File: config.mk
export PLATFORM = sky130hd
export DESIGN_NAME = pipe_ctrl
export DESIGN_NICKNAME = d
export VERILOG_FILES = /design/src/rtl/pipe_ctrl.sv
export SDC_FILE = /design/constraint.sdc
export NUM_CORES = 1
export LEC_CHECK = 0
export ABC_AREA = 1
export BUFFER_PORTS_ARGS = -buffer_cell sky130_fd_sc_hd__buf_2
export CAP_MARGIN = 25
export CORE_MARGIN = 1
export CORE_UTILIZATION = 44
export CTS_CLUSTER_DIAMETER = 120
export DETAILED_ROUTE_END_ITERATION = 12
export PLACE_DENSITY_LB_ADDON = 0.1
export SYNTH_ARGS = -nofsm -noshare
export SYNTH_HDL_FRONTEND = slang
export SYNTH_SLANG_ARGS = --single-unit
File: constraint.sdc
create_clock -name clk -period 2.44 [get_ports clk]
set_input_delay 0.122 -clock clk [delete_from_list [all_inputs] [get_ports clk]]
set_output_delay 0.122 -clock clk [all_outputs]
set_load 0.1 [all_outputs]
File: src/rtl/pipe_ctrl.sv
// Pipeline hazard controller: jump flush, multicycle stall with timeout, load-use interlock.
// Optional performance counters are built when PIPE_CTRL_PERF_CNT_EN is defined.
module pipe_ctrl #(
  parameter int FLUSH_LEN       = 2,
  parameter int STALL_TIMEOUT   = 64,
  parameter int REG_ADDR_WIDTH  = 5,
  parameter int INST_ADDR_WIDTH = 32
) (
  input  logic                       clk,
  input  logic                       rst,
  input  logic [REG_ADDR_WIDTH-1:0]  id_rs1_addr_i,
  input  logic [REG_ADDR_WIDTH-1:0]  id_rs2_addr_i,
  input  logic                       id_rs1_re_i,
  input  logic                       id_rs2_re_i,
  input  logic                       ex_rd_we_i,
  input  logic [REG_ADDR_WIDTH-1:0]  ex_rd_addr_i,
  input  logic                       ex_is_load_i,
  input  logic                       ex_busy_i,
  input  logic                       jump_req_i,
  input  logic [INST_ADDR_WIDTH-1:0] jump_addr_i,
  output logic                       jump_o,
  output logic [INST_ADDR_WIDTH-1:0] jump_addr_o,
  output logic                       hold_pc_o,
  output logic                       hold_if_id_o,
  output logic                       hold_id_ex_o,
  output logic                       flush_if_id_o,
  output logic                       flush_id_ex_o,
`ifdef PIPE_CTRL_PERF_CNT_EN
  output logic [31:0]                stall_cnt_o,
  output logic [31:0]                flush_cnt_o,
`endif
  output logic                       timeout_o
);

  localparam logic [1:0] RUN   = 2'd0;
  localparam logic [1:0] STALL = 2'd1;
  localparam logic [1:0] FLUSH = 2'd2;

  localparam int STALL_W = (STALL_TIMEOUT > 0) ? $clog2(STALL_TIMEOUT + 1) : 1;
  localparam logic [STALL_W-1:0] STALL_MAX  = STALL_W'(STALL_TIMEOUT);
  localparam logic [STALL_W-1:0] STALL_ONE  = STALL_W'(1);
  localparam logic [2:0]         FLUSH_INIT = 3'(FLUSH_LEN - 1);

  logic [1:0]         state_q, state_d;
  logic [2:0]         flush_cnt_q, flush_cnt_d;
  logic [STALL_W-1:0] stall_cnt_q, stall_cnt_d;
  logic               load_use;

  assign load_use = ex_is_load_i & ex_rd_we_i & (ex_rd_addr_i != '0) &
                    ((id_rs1_re_i & (id_rs1_addr_i == ex_rd_addr_i)) |
                     (id_rs2_re_i & (id_rs2_addr_i == ex_rd_addr_i)));

  // Priority in RUN: jump, then multicycle busy, then load-use interlock.
  always_comb begin
    state_d       = state_q;
    flush_cnt_d   = flush_cnt_q;
    stall_cnt_d   = stall_cnt_q;
    jump_o        = 1'b0;
    jump_addr_o   = '0;
    hold_pc_o     = 1'b0;
    hold_if_id_o  = 1'b0;
    hold_id_ex_o  = 1'b0;
    flush_if_id_o = 1'b0;
    flush_id_ex_o = 1'b0;
    timeout_o     = 1'b0;
    if (!rst) begin
      case (state_q)
        RUN: begin
          stall_cnt_d = '0;
          if (jump_req_i) begin
            jump_o        = 1'b1;
            jump_addr_o   = jump_addr_i;
            flush_if_id_o = 1'b1;
            flush_id_ex_o = 1'b1;
            flush_cnt_d   = FLUSH_INIT;
            state_d       = (FLUSH_LEN == 1) ? RUN : FLUSH;
          end else if (ex_busy_i) begin
            hold_pc_o    = 1'b1;
            hold_if_id_o = 1'b1;
            hold_id_ex_o = 1'b1;
            state_d      = STALL;
          end else if (load_use) begin
            hold_pc_o     = 1'b1;
            hold_if_id_o  = 1'b1;
            flush_id_ex_o = 1'b1;
          end
        end
        FLUSH: begin
          flush_if_id_o = 1'b1;
          if (flush_cnt_q <= 3'd1) begin
            flush_cnt_d = 3'd0;
            state_d     = RUN;
          end else begin
            flush_cnt_d = flush_cnt_q - 3'd1;
          end
        end
        STALL: begin
          if (ex_busy_i) begin
            hold_pc_o    = 1'b1;
            hold_if_id_o = 1'b1;
            hold_id_ex_o = 1'b1;
            // Saturation at STALL_MAX is what keeps timeout_o from re-pulsing.
            if (stall_cnt_q != STALL_MAX) begin
              stall_cnt_d = stall_cnt_q + STALL_ONE;
              timeout_o   = (stall_cnt_q == STALL_MAX - STALL_ONE);
            end
          end else begin
            stall_cnt_d = '0;
            state_d     = RUN;
          end
        end
        default: state_d = RUN;
      endcase
    end
  end

  always_ff @(posedge clk) begin
    if (rst) begin
      state_q     <= RUN;
      flush_cnt_q <= 3'd0;
      stall_cnt_q <= '0;
    end else begin
      state_q     <= state_d;
      flush_cnt_q <= flush_cnt_d;
      stall_cnt_q <= stall_cnt_d;
    end
  end

`ifdef PIPE_CTRL_PERF_CNT_EN
  logic [31:0] perf_stall_q, perf_stall_d;
  logic [31:0] perf_flush_q, perf_flush_d;

  always_comb begin
    perf_stall_d = perf_stall_q + ((hold_pc_o | hold_if_id_o | hold_id_ex_o) ? 32'd1 : 32'd0);
    perf_flush_d = perf_flush_q + (jump_o ? 32'd1 : 32'd0);
  end

  always_ff @(posedge clk) begin
    if (rst) begin
      perf_stall_q <= 32'd0;
      perf_flush_q <= 32'd0;
    end else begin
      perf_stall_q <= perf_stall_d;
      perf_flush_q <= perf_flush_d;
    end
  end

  assign stall_cnt_o = rst ? 32'd0 : perf_stall_q;
  assign flush_cnt_o = rst ? 32'd0 : perf_flush_q;
`else
  // Performance counters are not present in this build.
`endif

endmodule

==> results.md <==
- GRT Overall Usage: 22.32%
- DR DRC count: 0
- Seq/Total Area, Yosys: 19.10%
- Synthesized area: 1257 sq um
- Final period util: 87.47%
- Synth unique cells: 22
- Post-DP HPWL: 2807 microns
- Critical path launch point type: register
- Reg2Reg Setup Slack: 1.04 ns
- Tightest Pin Transition: 0.8315 ns
- RSZ-0062 raised after global routing: false
- Total grt overflow: 0
- CP Class: register to output pin
- Placed inst area: 1805 sq um
- Min-Delay Path Depth: 3
- Drt wl/cell: 9.412 microns
- Global-route wire length before repair: 5568 microns
- Skew-Pair Late Insertion Delay: 0.27 ns
- Min Tclk post-route: 2.134 ns
- Final Setup Violations: 0
- CTS tree: built
- Share of post-route cells with drive strength above 1: 40.24%
- Clk_skew: 0.001096 ns
- Hold Vio Cnt, Final: 0
- Hold_buf cts: 0
- Hold Path Class: input port to register
- First-pass DRT Iterations: 6
- Pins over their slew limit: 0
- Antenna-violating nets left: 0
- CP Data Required Time: 2.32 ns
- Vias in the first global route: 1,313
- Peak supply drop: 0.3727 mV
- TritonCTS buffer count: 3
- Post-synthesis cell count: 243
- Die area: 3076 sq um
- Most frequent cells in the layout: buf_2, inv_1, nand2_1
- Fmax: 468.5 MHz
- Yosys reg bits: 12
- Hold slack: 0.1985 ns
- CP endpoint kind: output pin
- IO Pins: 94
- Drt total wl: 3426 microns
- RD Place Congestion: 0.8570
- Hold_sp: ex_busy_i
- Setup ws final: 0.3057 ns
- Synth warnings: 0
- H-tree levels: 1
- # diodes: 0
- Root Buffer: clkbuf_4
- Initial antenna violation count: 0
- Vias per std cell: 4.467
- DRT iter0 DRCs: 114
- Initial core utilization: 46.00%
- Core Area: 2734 sq um
- Die Y: 55.46 microns
- Clock transition at the registers of the reported paths: 0.07 ns
- Clk buf depth: 2
- Rel. slew slack: 44.49%
- RR Startpoint: stall_cnt_q[0]$_SDFFE_PP0P_
- PortBufs: 93
- Pin count of the biggest net entering global routing: 34
- Status: finished clean
- Most common cell after layout, fill and taps aside: buf_2
- # Post-CTS Setup Buffers: 0
- Pwr Total: 732.5 uW
- Critical Path AT: 2.01 ns
- Vias: 1,626
- Post-synthesis average cell area: 5.175 sq um
- CP Max Fanout: 33
- Clk sinks: 12
- Max-Cap Viols: 0
- Row count: 19
- Worst R2R Path Depth: 8
- Post_cts resized: 0
- Layout Area Growth over Synthesis: 45.37%
- Lkg Pwr: 1.178 nW
- Sink of the worst hold path: stall_cnt_q[3]$_SDFFE_PP0P_
- PwrDens: 400.7 nW/um^2
- Post-route cell area: 1828 sq um
- Chip width: 55.46 microns
- Nets: 394
- Place WS: 0.5896 ns
- Reg2reg end: stall_cnt_q[2]$_SDFFE_PP0P_
- Syn_nets: 302
-- how the worst max path moves through the flow --
stage,end,slack (ns),start,cells past startpoint
floorplan,timeout_o,-0.07,stall_cnt_q[0]$_SDFFE_PP0P_,3
global placement,flush_id_ex_o,0.64,state_q[1]$_SDFFE_PP0P_,6
detailed placement,flush_id_ex_o,0.59,state_q[1]$_SDFFE_PP0P_,6
CTS,flush_id_ex_o,0.29,state_q[1]$_SDFFE_PP0P_,6
global route,flush_id_ex_o,0.12,state_q[1]$_SDFFE_PP0P_,6
finish,flush_id_ex_o,0.31,state_q[1]$_SDFFE_PP0P_,6
-- report_power, final --
part	internal (mW)	total [mW]	switching (mW)
combinational	0.0859	0.402	0.316
clock	0.0572	0.124	0.0665
sequential	0.201	0.207	0.00588
-- Yosys cell counts --
master	n	area, sq um
nor3_1	1	5.000
a211oi_1	1	7.510
inv_2	2	7.510
ha_1	4	50.05
xor2_1	1	8.760
nand3_1	19	95.09
nor2_2	1	6.260
inv_1	63	236.5
a21oi_1	11	55.05
buf_6	3	33.78
buf_4	1	7.510
nor4_1	1	6.260
nand4_1	7	43.79
nand2_1	55	206.5
clkbuf_2	1	5.000
or2_1	1	6.260
nor2_1	53	198.9
dfxtp_1	12	240.2
o21bai_1	3	22.52
or2_2	1	6.260
o21ai_0	1	5.000
clkbuf_1	1	3.750
-- critical path, cell delays in order (launching register included) --
cell and delay, ns:
dfxtp_1 0.42, nor2_1 0.07, nand2_1 0.13, nor2_4 0.04
inv_2 0.60, nand2_1 0.14, buf_2 0.33
-- cell families after synthesis --
group	Yosys count	share of synthesized area, %
AO/OA/AOI/OAI	16	7.164
AND/OR/NAND/NOR	139	45.67
buffers and inverters	71	23.38
flip-flops	12	19.10
adder cells (fa/ha/maj)	4	3.980
XOR/XNOR	1	0.6966
-- cell type report --
class	instances	area, sq um
fillers	274	905.9
multi-input cells	160	817.0
repair buffers	93	465.4
inverters	65	244.0
flip-flops and latches	12	240.2
well taps	31	38.79
clock buffers	3	22.52
-- per-stage QoR --
stage | std cells | TNS (ns) | util (%)
3_3_place_gp | 361 | 0 | 66.04
6_report | 364 | 0 | 66.87
4_1_cts | 364 | 0 | 66.87
3_5_place_dp | 361 | 0 | 66.04
5_1_grt | 364 | 0 | 66.87
2_1_floorplan | 243 | -0.07392 | -
-- registers in the layout (all words and copies together) (netlist names) --
signal	count
flush_cnt_q	3
state_q	2
stall_cnt_q	7
-- per-layer routing --
layer | GRT usage, % | routed length [microns]
met1 | 28.57 | 1609
met3 | 4.450 | 213
met5 | 0 | 0
met2 | 36.83 | 1553
met4 | 8.571 | 50
Power figures use the tool's default switching activity.
